==> src/rtl/ysyx_23060201_fetch_pkg.sv <==
`default_nettype none
// +----------------------------------------------------------------------+
// | ysyx_23060201_fetch_pkg : shared encodings for the fetch unit         |
// | rev 1.0                                                               |
// +----------------------------------------------------------------------+
package ysyx_23060201_fetch_pkg;

  localparam logic [31:0] c_RESET_PC = 32'h8000_0000;
  localparam logic [31:0] c_INST_NOP = 32'h0000_0013;

  typedef enum logic [2:0] {
    S_BOOT = 3'd0,
    S_REQ  = 3'd1,
    S_WAIT = 3'd2,
    S_HOLD = 3'd3,
    S_HALT = 3'd4
  } fetch_state_e;

  typedef enum logic [1:0] {
    PC_KEEP  = 2'd0,
    PC_INC   = 2'd1,
    PC_REDIR = 2'd2,
    PC_TGT   = 2'd3
  } pc_sel_e;

endpackage
`default_nettype wire

==> src/rtl/ysyx_23060201_fetch_pc.sv <==
`default_nettype none
// +----------------------------------------------------------------------+
// | ysyx_23060201_fetch_pc : pc, pending redirect target and drop flag    |
// | rev 1.0                                                               |
// +----------------------------------------------------------------------+
module ysyx_23060201_fetch_pc
  import ysyx_23060201_fetch_pkg::*;
#(
  parameter int              ADDR_W   = 32,
  parameter logic [ADDR_W-1:0] RESET_PC = c_RESET_PC
) (
  input  logic              clk,
  input  logic              rst,
  input  pc_sel_e           i_sel,
  input  logic              i_set_drop,
  input  logic              i_clr_drop,
  input  logic [ADDR_W-1:0] i_redirect_pc,
  output logic [ADDR_W-1:0] o_pc,
  output logic              o_drop
);

  logic [ADDR_W-1:0] r_pc;
  logic [ADDR_W-1:0] r_tgt;
  logic              r_drop;

  always_ff @(posedge clk) begin
    if (rst) begin
      r_pc   <= RESET_PC;
      r_tgt  <= RESET_PC;
      r_drop <= 1'b0;
    end else begin
      case (i_sel)
        PC_INC:   r_pc <= r_pc + ADDR_W'(4);
        PC_REDIR: r_pc <= i_redirect_pc;
        PC_TGT:   r_pc <= r_tgt;
        default:  r_pc <= r_pc;
      endcase
      // a newer redirect always overwrites the pending target
      if (i_set_drop) begin
        r_drop <= 1'b1;
        r_tgt  <= i_redirect_pc;
      end else if (i_clr_drop) begin
        r_drop <= 1'b0;
      end
    end
  end

  assign o_pc   = r_pc;
  assign o_drop = r_drop;

endmodule
`default_nettype wire

==> src/rtl/ysyx_23060201_fetch.sv <==
`default_nettype none
// +----------------------------------------------------------------------+
// | ysyx_23060201_fetch : single-outstanding instruction fetch unit       |
// | rev 1.0                                                               |
// +----------------------------------------------------------------------+
module ysyx_23060201_fetch
  import ysyx_23060201_fetch_pkg::*;
#(
  parameter int                ADDR_W   = 32,
  parameter logic [ADDR_W-1:0] RESET_PC = c_RESET_PC
) (
  input  logic              clk,
  input  logic              rst,
  output logic              o_imem_req_valid,
  input  logic              i_imem_req_ready,
  output logic [ADDR_W-1:0] o_imem_req_addr,
  input  logic              i_imem_resp_valid,
  input  logic [31:0]       i_imem_resp_data,
  input  logic              i_imem_resp_err,
  output logic              o_imem_resp_ready,
  output logic              o_inst_valid,
  input  logic              i_inst_ready,
  output logic [31:0]       o_inst,
  output logic [ADDR_W-1:0] o_inst_pc,
  input  logic              i_redirect_valid,
  input  logic [ADDR_W-1:0] i_redirect_pc,
  output logic              o_fetch_err
);

  fetch_state_e      r_state;
  logic              r_inst_valid;
  logic [31:0]       r_inst;
  logic [ADDR_W-1:0] r_inst_pc;
  logic              r_fetch_err;

  logic [ADDR_W-1:0] w_pc;
  logic              w_drop;
  logic              w_misalign;
  logic              w_redir_ok;
  logic              w_resp_dropped;
  pc_sel_e           w_sel;
  logic              w_set_drop;
  logic              w_clr_drop;

  assign w_misalign     = i_redirect_valid && (i_redirect_pc[1:0] != 2'b00);
  assign w_redir_ok     = i_redirect_valid && !w_misalign;
  // a redirect arriving with the response also makes that response stale
  assign w_resp_dropped = w_drop || w_redir_ok;

  always_comb begin
    w_sel      = PC_KEEP;
    w_set_drop = 1'b0;
    w_clr_drop = 1'b0;
    case (r_state)
      S_BOOT: if (w_redir_ok) w_sel = PC_REDIR;
      S_REQ:  w_set_drop = w_redir_ok;
      S_WAIT: begin
        if (i_imem_resp_valid && w_resp_dropped) begin
          w_sel      = w_redir_ok ? PC_REDIR : PC_TGT;
          w_clr_drop = 1'b1;
        end else begin
          w_set_drop = w_redir_ok;
        end
      end
      S_HOLD: begin
        if (w_redir_ok)        w_sel = PC_REDIR;
        else if (i_inst_ready) w_sel = PC_INC;
      end
      default: w_sel = PC_KEEP;
    endcase
  end

  ysyx_23060201_fetch_pc #(
    .ADDR_W   (ADDR_W),
    .RESET_PC (RESET_PC)
  ) u_pc (
    .clk           (clk),
    .rst           (rst),
    .i_sel         (w_sel),
    .i_set_drop    (w_set_drop),
    .i_clr_drop    (w_clr_drop),
    .i_redirect_pc (i_redirect_pc),
    .o_pc          (w_pc),
    .o_drop        (w_drop)
  );

  always_ff @(posedge clk) begin
    if (rst) begin
      r_state      <= S_BOOT;
      r_inst_valid <= 1'b0;
      r_inst       <= c_INST_NOP;
      r_inst_pc    <= RESET_PC;
      r_fetch_err  <= 1'b0;
    end else if (w_misalign && (r_state != S_HALT)) begin
      r_fetch_err  <= 1'b1;
      r_inst_valid <= 1'b0;
      r_state      <= S_HALT;
    end else begin
      case (r_state)
        S_BOOT: r_state <= S_REQ;
        S_REQ:  if (i_imem_req_ready) r_state <= S_WAIT;
        S_WAIT: begin
          if (i_imem_resp_valid) begin
            if (w_resp_dropped) begin
              r_state <= S_REQ;
            end else if (i_imem_resp_err) begin
              r_fetch_err <= 1'b1;
              r_state     <= S_HALT;
            end else begin
              r_inst       <= i_imem_resp_data;
              r_inst_pc    <= w_pc;
              r_inst_valid <= 1'b1;
              r_state      <= S_HOLD;
            end
          end
        end
        S_HOLD: begin
          if (w_redir_ok || i_inst_ready) begin
            r_inst_valid <= 1'b0;
            r_state      <= S_REQ;
          end
        end
        default: begin
          r_inst_valid <= 1'b0;
          r_state      <= S_HALT;
        end
      endcase
    end
  end

  assign o_imem_req_valid  = (r_state == S_REQ);
  assign o_imem_resp_ready = (r_state == S_WAIT);
  assign o_imem_req_addr   = w_pc;
  assign o_inst_valid      = r_inst_valid;
  assign o_inst            = r_inst;
  assign o_inst_pc         = r_inst_pc;
  assign o_fetch_err       = r_fetch_err;

endmodule
`default_nettype wire

==> config.mk <==
export PLATFORM = sky130hd
export DESIGN_NAME = ysyx_23060201_fetch
export DESIGN_NICKNAME = d
export VERILOG_FILES = /design/src/rtl/ysyx_23060201_fetch_pkg.sv /design/src/rtl/ysyx_23060201_fetch_pc.sv /design/src/rtl/ysyx_23060201_fetch.sv
export SDC_FILE = /design/constraint.sdc
export NUM_CORES = 1
export LEC_CHECK = 0
export BUFFER_PORTS_ARGS = -buffer_cell sky130_fd_sc_hd__buf_2
export CAP_MARGIN = 25
export CORE_MARGIN = 2
export CORE_UTILIZATION = 56
export DETAILED_ROUTE_END_ITERATION = 10
export GPL_TIMING_DRIVEN = 0
export PLACE_DENSITY = 0.91
export SYNTH_ARGS = -nofsm -noshare
export SYNTH_HDL_FRONTEND = slang
export SYNTH_SLANG_ARGS = --single-unit
==> constraint.sdc <==
create_clock -name clk -period 4.66 [get_ports clk]
set_input_delay 0.932 -clock clk [delete_from_list [all_inputs] [get_ports clk]]
set_output_delay 0.932 -clock clk [all_outputs]
set_load 0.02 [all_outputs]
==> results summary, run 1 <==
The minimum hold slack came out at ~450 ps. sky130_fd_sc_hd__dfxtp_1 takes more of the synthesized area than any other cell. The maximum number of buffers from clock root to sink is 2. The setup path with the least slack is of type primary input to flop. The number of maximum-capacitance violations is 0. The full die area came out at 11700 um^2.

The routed wire length on met2 came out at ~9 mm. TritonCTS built the clock tree. The netlist uses between 60 and 70 different library cells. Across every metal layer, demand over resource in global routing totals roughly 34%. The global route total overflow is 0. The count of warnings emitted by yosys is 0. Port buffering added 169 buffers. The largest net degree at the start of global routing is 17. The number of hold-repair buffers added at the cts stage is 0. The post-CTS setup buffer count is 0. The wire length of the first global-routing pass is slightly above 30 mm. The tightest min-delay check is of the flop to flop type. The setup total negative slack came out at 0 ps. After synthesis the netlist holds a flip-flop and latch count of ~130.

The minimum period implied by the final worst setup slack is 3060 ps. The count of routing violations after the opening detailed-route iteration came out at approximately 940. The clock latency of the later-clocked register in the worst-skew pair is between 500 and 600 ps. By area the synthesized netlist is led by sky130_fd_sc_hd__dfxtp_1 44%, sky130_fd_sc_hd__nand2_1 14%, sky130_fd_sc_hd__a21oi_1 8.7%. The diode insertion count for antenna repair came out at 0.

The total core area is roughly 11000 um^2. After clock tree synthesis, the clock-pin slew on the worst setup and hold paths is about 60 ps. The number of nets with antenna violations after detailed routing came out at 0.

The peak supply drop came out at approximately 0.00022 V. 171 I/O pins were placed. The count of final setup violators came out at 0. The clock drives ~130 sinks. For the worst setup path, the data arrival time is about 3500 ps. The buffer type at the clock tree root is sky130_fd_sc_hd__clkbuf_8.

Setup repair after global routing left no endpoint under its margin. In this run the mean area of a mapped cell was between 7 and 8 um^2. The run finished with clean final reports. The first detailed-routing pass took 6 iterations. The worst setup path is captured at a flop. After synthesis, the largest area contributor takes up ~44% of total cell area. In the detailed route, the total length drawn on met3 is approximately 2.4 mm. The overall routed net length came out at 20.0 mm. In the final routed layout, each cell accounts on average for ~18 um. The fraction of the yosys area taken by sequential cells is between 40% and 50%.

The peak fanout along the critical path came out at 10. The mean number of vias per cell is 5.99. Of the available clock period, the critical path in the final layout requires around two thirds.

The share of layout cells above drive strength 1 came out at between 20% and 30%. The post-synthesis net count is a little under 900. The startpoint type of the worst setup path is a primary input. The die height is ~110 um. The clock arrives with 7.32 ps of skew. The final count of hold timing violations came out at 0. The last weighted congestion value of the routability-driven placer came out at about 0.97. The register area came out at approximately 2700 um^2. For this run, asynchronously set or reset flops after synthesis account for 0%.

The area growth from synthesis to layout is 26.5%. The count of pins over their slew limit is 0. The worst slew margin relative to its limit is between 20% and 30%. The fill cell total of the finished layout is between 800 and 900. The effective utilization at floorplan is a little under three fifths.

The area of the mapped netlist is ~6100 um^2. The routed length on met1 is slightly below 8 mm. The via count of the first global-routing pass came out at between 6k and 7k. At the pin with the least slew margin, the transition time is roughly 1100 ps. The overall via count from detail_route came out at a little under 7k. The number of placement rows is 38. The endpoint required time on the critical path came out at 5080 ps. Summed over all cells, the static leakage comes to ~3.1 nW. Once the clock tree was built, the resizer swapped 0 gates to a different size. The initial antenna violation count came to 0. Derived from the worst setup path, the maximum achievable clock frequency is approximately 330 MHz. The power density normalized to cell area came out at approximately 360 nW/um^2. The cell count after synthesis came out at roughly 790. The number of flops mapped to enable cells by yosys came out at 0.

The number of nets at the end of the flow came out at approximately 1.1k. The number of clock buffers inserted by TritonCTS came out at 17. The H-tree level count is 4. Summing all multi-input logic gate instances after layout gives about 3100 um^2. The HPWL after detailed placement is ~14 mm. The die is 108 um wide. In the synthesized netlist the dominant register cell turns out to be sky130_fd_sc_hd__dfxtp_1.

The top layer used by detailed routing is met4. The number of remaining DRC errors came out at 0.
-- state kept, by name, indices dropped and copies added, names as in the netlist --
name	cells
u_pc.o_pc	32
o_inst_valid	1
u_pc.o_drop	1
u_pc.r_tgt	32
r_state	3
o_fetch_err	1
o_inst	32
o_inst_pc	32
-- worst paths after layout --
kind	cells past startpoint	endpoint	slack (ps)	start
max	9	u_pc.o_pc[26]$_SDFFE_PP0P_	1600	i_redirect_pc[0]
min	2	o_inst[16]$_SDFFE_PP0P_	450	o_inst[16]$_SDFFE_PP0P_
max reg2reg	8	u_pc.o_pc[20]$_SDFFE_PP0P_	1730	r_state[2]$_SDFFE_PP0P_
min reg2reg	2	o_inst[16]$_SDFFE_PP0P_	450	o_inst[16]$_SDFFE_PP0P_
-- cells by family (layout without fill, tap and decap cells) --
| group | Yosys count | in the layout | share of synthesized area (%) |
|---|---|---|---|
| flops | 134 | 134 | 44.2 |
| buf+inv | 67 | 269 | 4.33 |
| mux | 7 | 7 | 1.22 |
| compound gates | 212 | 212 | 21.6 |
| xor+xnor | 6 | 6 | 0.865 |
| simple gates | 366 | 366 | 27.6 |
| fa+ha+maj | 1 | 1 | 0.206 |
-- through the flow --
| step | cell area (um^2) | instances | setup slack, ps | utilization, % | power, mW |
|---|---|---|---|---|---|
| 2_1_floorplan | 6070 | 793 | 1850 | - | 1.34 |
| 3_3_place_gp | 7090 | 1102 | 1150 | 66.3 | 1.43 |
| 3_5_place_dp | 7110 | 1104 | 1120 | 66.4 | 1.43 |
| 4_1_cts | 7680 | 1135 | 1670 | 71.8 | 2.73 |
| 5_1_grt | 7680 | 1135 | 1520 | 71.8 | 2.81 |
| 6_report | 7680 | 1135 | 1600 | 71.8 | 2.74 |
-- layer usage --
metal | vias to the layer above | track usage, %
met3 | 60 | 10.2
met4 | 0 | 12.4
li1 | 3183 | -
met1 | 3081 | 43.4
met2 | 469 | 55.0
met5 | - | 0
-- power breakdown --
part | switching, mW | internal, mW | leakage, nW
Combinational | 0.137 | 0.0802 | 1.77
Sequential | 0.0319 | 1.17 | 1.08
Clock | 0.512 | 0.811 | 0.262
-- cell type report --
type                       count  area share, %
multi-input combinational    592           40.7
tap                          140           2.28
inverter                       7          0.342
sequential                   134           34.9
clock buffer                  19           5.49
buffer                        60           3.08
clock inverter                12           2.00
timing repair buffer         171           11.2
-- cells in the final DEF, fill, tap and decap left out, drive strengths merged, types with 5 or more instances in the layout --
| cell | n |
|---|---|
| a211oi | 7 |
| nand2 | 227 |
| clkbuf | 74 |
| dfxtp | 134 |
| clkinvlp | 6 |
| nor4 | 5 |
| a311oi | 8 |
| inv | 7 |
| nor3 | 13 |
| a22oi | 6 |
| or4 | 5 |
| a31oi | 7 |
| buf | 176 |
| and3 | 15 |
| nor3b | 6 |
| nor2 | 26 |
| a21oi | 106 |
| nand4 | 12 |
| nand3 | 33 |
| o21ai | 26 |
| a21o | 10 |
-- synthesized netlist by cell type (all sizes together), types with 4 or more instances --
| library cell | n |
|---|---|
| mux2i | 4 |
| xor2 | 4 |
| or4 | 5 |
| nand3 | 33 |
| and4 | 4 |
| and2 | 4 |
| o31ai | 4 |
| nor3 | 13 |
| o21ai | 26 |
| nor4 | 5 |
| a21o | 10 |
| dfxtp | 134 |
| a31oi | 7 |
| a21oi | 106 |
| o31a | 4 |
| a311oi | 8 |
| a22oi | 6 |
| clkbuf | 55 |
| nand4 | 12 |
| and3 | 15 |
| nor3b | 6 |
| nor2 | 26 |
| inv | 6 |
| nand2 | 227 |
| a211oi | 7 |
| o211a | 4 |
| buf | 5 |
-- worst max-delay path, cell delays in order --
cell,delay [ps]
sky130_fd_sc_hd__buf_2,110
sky130_fd_sc_hd__or3b_2,450
sky130_fd_sc_hd__clkbuf_1,220
sky130_fd_sc_hd__o211ai_1,230
sky130_fd_sc_hd__buf_2,350
sky130_fd_sc_hd__nand3_1,430
sky130_fd_sc_hd__clkbuf_1,410
sky130_fd_sc_hd__o21ai_0,260
sky130_fd_sc_hd__o22ai_1,80
No activity file was read; power rests on OpenSTA's default activity.
==> run 2: changes to the inputs <==
--- a/config.mk
+++ b/config.mk
@@ -5,13 +5,14 @@
 export SDC_FILE = /design/constraint.sdc
 export NUM_CORES = 1
 export LEC_CHECK = 0
+export ABC_AREA = 1
 export BUFFER_PORTS_ARGS = -buffer_cell sky130_fd_sc_hd__buf_2
 export CAP_MARGIN = 25
 export CORE_MARGIN = 2
-export CORE_UTILIZATION = 56
+export CORE_UTILIZATION = 52
 export DETAILED_ROUTE_END_ITERATION = 10
 export GPL_TIMING_DRIVEN = 0
-export PLACE_DENSITY = 0.91
+export PLACE_DENSITY = 0.85
 export SYNTH_ARGS = -nofsm -noshare
 export SYNTH_HDL_FRONTEND = slang
 export SYNTH_SLANG_ARGS = --single-unit
==> constraint.sdc (replaced) <==
create_clock -name clk -period 3.1 [get_ports clk]
set_input_delay 0.62 -clock clk [delete_from_list [all_inputs] [get_ports clk]]
set_output_delay 0.62 -clock clk [all_outputs]
set_load 0.02 [all_outputs]
==> results summary, run 2 <==
Result of the run: complete, but fails checks (was completed). The final reports fail on design-rule violations. The area share of the largest cell type after synthesis is 43.4% (was 44.2%).

The number of flops mapped to enable cells by yosys came out at 0 (unchanged). Top cells by count, synth: 202 x sky130_fd_sc_hd__nor2_1, 160 x sky130_fd_sc_hd__nand2_1, 134 x sky130_fd_sc_hd__dfxtp_1 (was 227 x sky130_fd_sc_hd__nand2_1, 134 x sky130_fd_sc_hd__dfxtp_1, 106 x sky130_fd_sc_hd__a21oi_1). The first-pass iteration count of the detailed router is 8 (was 6). The clock latency of the later-clocked register in the worst-skew pair came to 420 ps (was 540 ps).

The dominant register cell in the synthesized netlist is sky130_fd_sc_hd__dfxtp_1 (unchanged). The element type at the critical path end is a primary output (was flop). The most area-hungry cell type in the Yosys netlist is sky130_fd_sc_hd__dfxtp_1 (unchanged). The count of routing violations after the opening detailed-route iteration is 762 (was 944).

The share of synthesized registers carrying an async set or reset came out at 0% (unchanged). The global route total overflow came to 0 (unchanged). The count of pins over their slew limit is 0 (unchanged).

The diode insertion count for antenna repair came to 0 (unchanged). The leakage power of the design is 3.63 nW (was 3.12 nW). The mean number of vias per cell is 5.37 (was 5.99).

The clock tree from TritonCTS was built (unchanged). The fraction of the yosys area taken by sequential cells came to 43.4% (was 44.2%). The port buffer count came out at 170 (was 169). The library cell with the highest instance count after synthesis is sky130_fd_sc_hd__nor2_1 (was sky130_fd_sc_hd__nand2_1). The placement-stage worst setup slack is 969 ps (was 1120 ps). The area of the mapped netlist is 6180 um^2 (was 6070 um^2).

The peak supply drop is 0.000321 V (was 0.000218 V). The number of standard cells after synthesis was 886 (was 793). The transition time at the pin with the least slew margin is 656 ps (was 1100 ps).

The number of clock buffers inserted by TritonCTS came out at 17 (unchanged). The setup total negative slack is 0 ps (unchanged). The cell with the largest stage delay on the worst path was sky130_fd_sc_hd__dfxtp_1 (was sky130_fd_sc_hd__or3b_2).

Critical Path, Cell by Cell: nor2_1, nand2_1, inv_1, buf_2 (was buf_2, or3b_2, clkbuf_1, o211ai_1, buf_2, nand3_1, clkbuf_1, o21ai_0, o22ai_1). The power density normalized to cell area came out at 573 nW/um^2 (was 357 nW/um^2). The class of the worst hold path is primary input to flop (was flop to flop). The wire length of the first global-routing pass came out at 30.1 mm (was 31.0 mm). The category of the most critical setup path is flop to primary output (was primary input to flop).

The final count of hold timing violations is 0 (unchanged). The number of nets at the end of the flow is 1147 (was 1055). RSZ-0062 raised after global routing: no (unchanged). The global-route usage over all layers came out at 29.8% (was 34.1%).

The die height came to 113 um (was 108 um). The share of layout cells above drive strength 1 came out at 23.9% (was 21.8%). The per-cell routed wire length came to 15.3 um (was 17.6 um). The number of placed I/O pins was 171 (unchanged). The family with the most delay on the worst path is flip-flops (was buffers and inverters). The post-synthesis average cell area is 6.97 um^2 (was 7.66 um^2). The peak fanout along the critical path came out at 6 (was 10). The final period utilization came out at 64.7%.

The filler-free cell count of the finished design was 1229 (was 1135). The startpoint type of the worst setup path is a flop (was primary input). The number of buffer and inverter stages on the critical path is 2 (was 4). The synthesized flop and latch total is 134 (unchanged). The post-CTS setup buffer count is 0 (unchanged). Top cells by area, synth: sky130_fd_sc_hd__dfxtp_1 43%, sky130_fd_sc_hd__nor2_1 12%, sky130_fd_sc_hd__o21ai_0 11% (was sky130_fd_sc_hd__dfxtp_1 44%, sky130_fd_sc_hd__nand2_1 14%, sky130_fd_sc_hd__a21oi_1 8.7%). The number of hold-repair buffers added at the cts stage is 0 (unchanged). The placed instance count came out at 1199 (was 1104). The x dimension of the die is 113 um (was 108 um).

The final worst slack is 1090 ps (was 1600 ps). The fill cell total of the finished layout came out at 1008 (was 872). The number of library cell types mapped by synthesis is 30 (was 66). The count of final setup violators was 0 (unchanged). The via count of the first global-routing pass was 6015 (was 6126). Commonest cells after routing, fill and taps aside: 202 x sky130_fd_sc_hd__nor2_1, 189 x sky130_fd_sc_hd__buf_2, 160 x sky130_fd_sc_hd__nand2_1 (was 227 x sky130_fd_sc_hd__nand2_1, 172 x sky130_fd_sc_hd__buf_2, 134 x sky130_fd_sc_hd__dfxtp_1). The last weighted congestion value of the routability-driven placer came out at 0.944 (was 0.968). The number of nets with antenna violations after detailed routing is 0 (unchanged). The number of placement rows came out at 39 (was 38). The clock transition at the register clock pins on the worst setup and hold paths after CTS is 60 ps (about the same).

The H-tree level count is 4 (unchanged). The post-synthesis net count is 958 (was 865). The HPWL after detailed placement is 13.8 mm (was 14.0 mm). The worst slew margin relative to its limit came out at 56.3% (was 26.4%). The highest achievable clock rate is ~500 MHz. The post-cts gate resize count came to 0 (unchanged). The worst clock skew is 5.55 ps (was 7.32 ps). The maximum number of buffers from clock root to sink is 2 (unchanged). The effective utilization at floorplan came out at 53.7% (was 56.8%). The largest net degree at the start of global routing is 17 (unchanged). The most common cell after layout, fill and taps aside was sky130_fd_sc_hd__nor2_1 (was sky130_fd_sc_hd__nand2_1). The number of remaining DRC errors came out at 18 (was 0). The number of maximum-capacitance violations was 0 (unchanged).

The critical path data arrival time is 1390 ps (was 3480 ps). The total core area is 11500 um^2 (was 10700 um^2). The peak per-stage delay on the critical path was 470 ps (was 450 ps).

The buffer type at the clock tree root is sky130_fd_sc_hd__clkbuf_16 (was sky130_fd_sc_hd__clkbuf_8). After layout, the minimum clock period comes to 2010 ps. The overall routed net length is 18.8 mm (was 20.0 mm). The full die area is 12800 um^2 (was 11700 um^2). The endpoint required time on the critical path came out at 2480 ps (was 5080 ps). The count of warnings emitted by yosys came out at 0 (unchanged). The area added between synthesis and finish is 27.3% (was 26.5%).

The sink count of the clock tree came to 134 (unchanged). The overall via count from detail_route came out at 6594 (was 6793). The initial antenna violation count came out at 0 (unchanged).
[run 2: cell types whose count changed in the layout (fill, tap and decap cells not counted), moves of 17 or more]
cell                       delta
sky130_fd_sc_hd__a21oi_1     -46
sky130_fd_sc_hd__inv_1       +45
sky130_fd_sc_hd__o21ai_0    +107
sky130_fd_sc_hd__nand2_1     -67
sky130_fd_sc_hd__clkbuf_1    -40
sky130_fd_sc_hd__buf_2       +17
sky130_fd_sc_hd__nor2_1     +176
[run 2: metal layers]
layer,vias up,part of all wire (%),routed length (um),GRT usage [%]
met5,-,0,0,0
met4,0,3.0,572,11.1
met3,44,9.3,1740,6.64
met2,308,45,8520,49.3
met1,2985,42,7930,38.3
li1,3257,-,-,-
[run 2: layout make-up]
| cell class | instances | area (um^2) | area share (%) |
|---|---|---|---|
| tap | 143 | 179 | 2.28 |
| clock buffer | 22 | 484 | 6.16 |
| timing repair buffer | 170 | 851 | 10.8 |
| clock inverter | 8 | 170 | 2.16 |
| inverter | 57 | 214 | 2.72 |
| multi-input combinational | 647 | 3010 | 38.3 |
| buffer | 48 | 272 | 3.45 |
| sequential | 134 | 2680 | 34.1 |
[run 2: worst register-to-register path, cell delays in order, from the launching register on]
cell                      delay, ps
sky130_fd_sc_hd__dfxtp_1        460
sky130_fd_sc_hd__ha_1           330
sky130_fd_sc_hd__nand3_1        200
sky130_fd_sc_hd__nor3_1         450
sky130_fd_sc_hd__xor2_1         170
sky130_fd_sc_hd__a21oi_1        170
sky130_fd_sc_hd__a21oi_1         70
[run 2: cells by family after synthesis]
group	count (synthesis)	synth area share, %
DFF	134	43.4
AOI/OAI and AO/OA	224	19.9
and+or+nand+nor	413	27.3
buffers and inverters	105	7.86
xor gates and xnor gates	9	1.28
adders and majority gates	1	0.202
[run 2: through the flow]
stage / power [mW] / hold slack, ps / util, % / instance area [um^2]
finish: 4.51 / 392 / 68.3 / 7860
global route: 4.65 / 412 / 68.3 / 7860
global placement: 2.30 / 432 / 62.6 / 7210
CTS: 4.50 / 390 / 68.3 / 7860
floorplan: 2.13 / 425 / - / 6180
detailed placement: 2.30 / 434 / 62.6 / 7210
[run 2: path summary, 6_finish.rpt]
check	cells past startpoint	end	from	slack [ps]
min	3	o_inst[0]$_SDFFE_PP1P_	i_imem_resp_data[0]	390
max reg2reg	6	u_pc.o_pc[10]$_SDFFE_PP0P_	u_pc.o_pc[2]$_SDFFE_PP0P_	1120
min reg2reg	2	u_pc.r_tgt[1]$_SDFFE_PP0P_	u_pc.r_tgt[1]$_SDFFE_PP0P_	440
max	4	o_imem_req_valid	r_state[1]$_SDFFE_PP0P_	1090
[run 2: where the power goes]
part / internal, mW / switching (mW) / total, mW
clock: 1.50 / 0.724 / 2.22
combinational: 0.155 / 0.275 / 0.431
sequential: 1.78 / 0.0704 / 1.85
total: 3.44 / 1.07 / 4.51
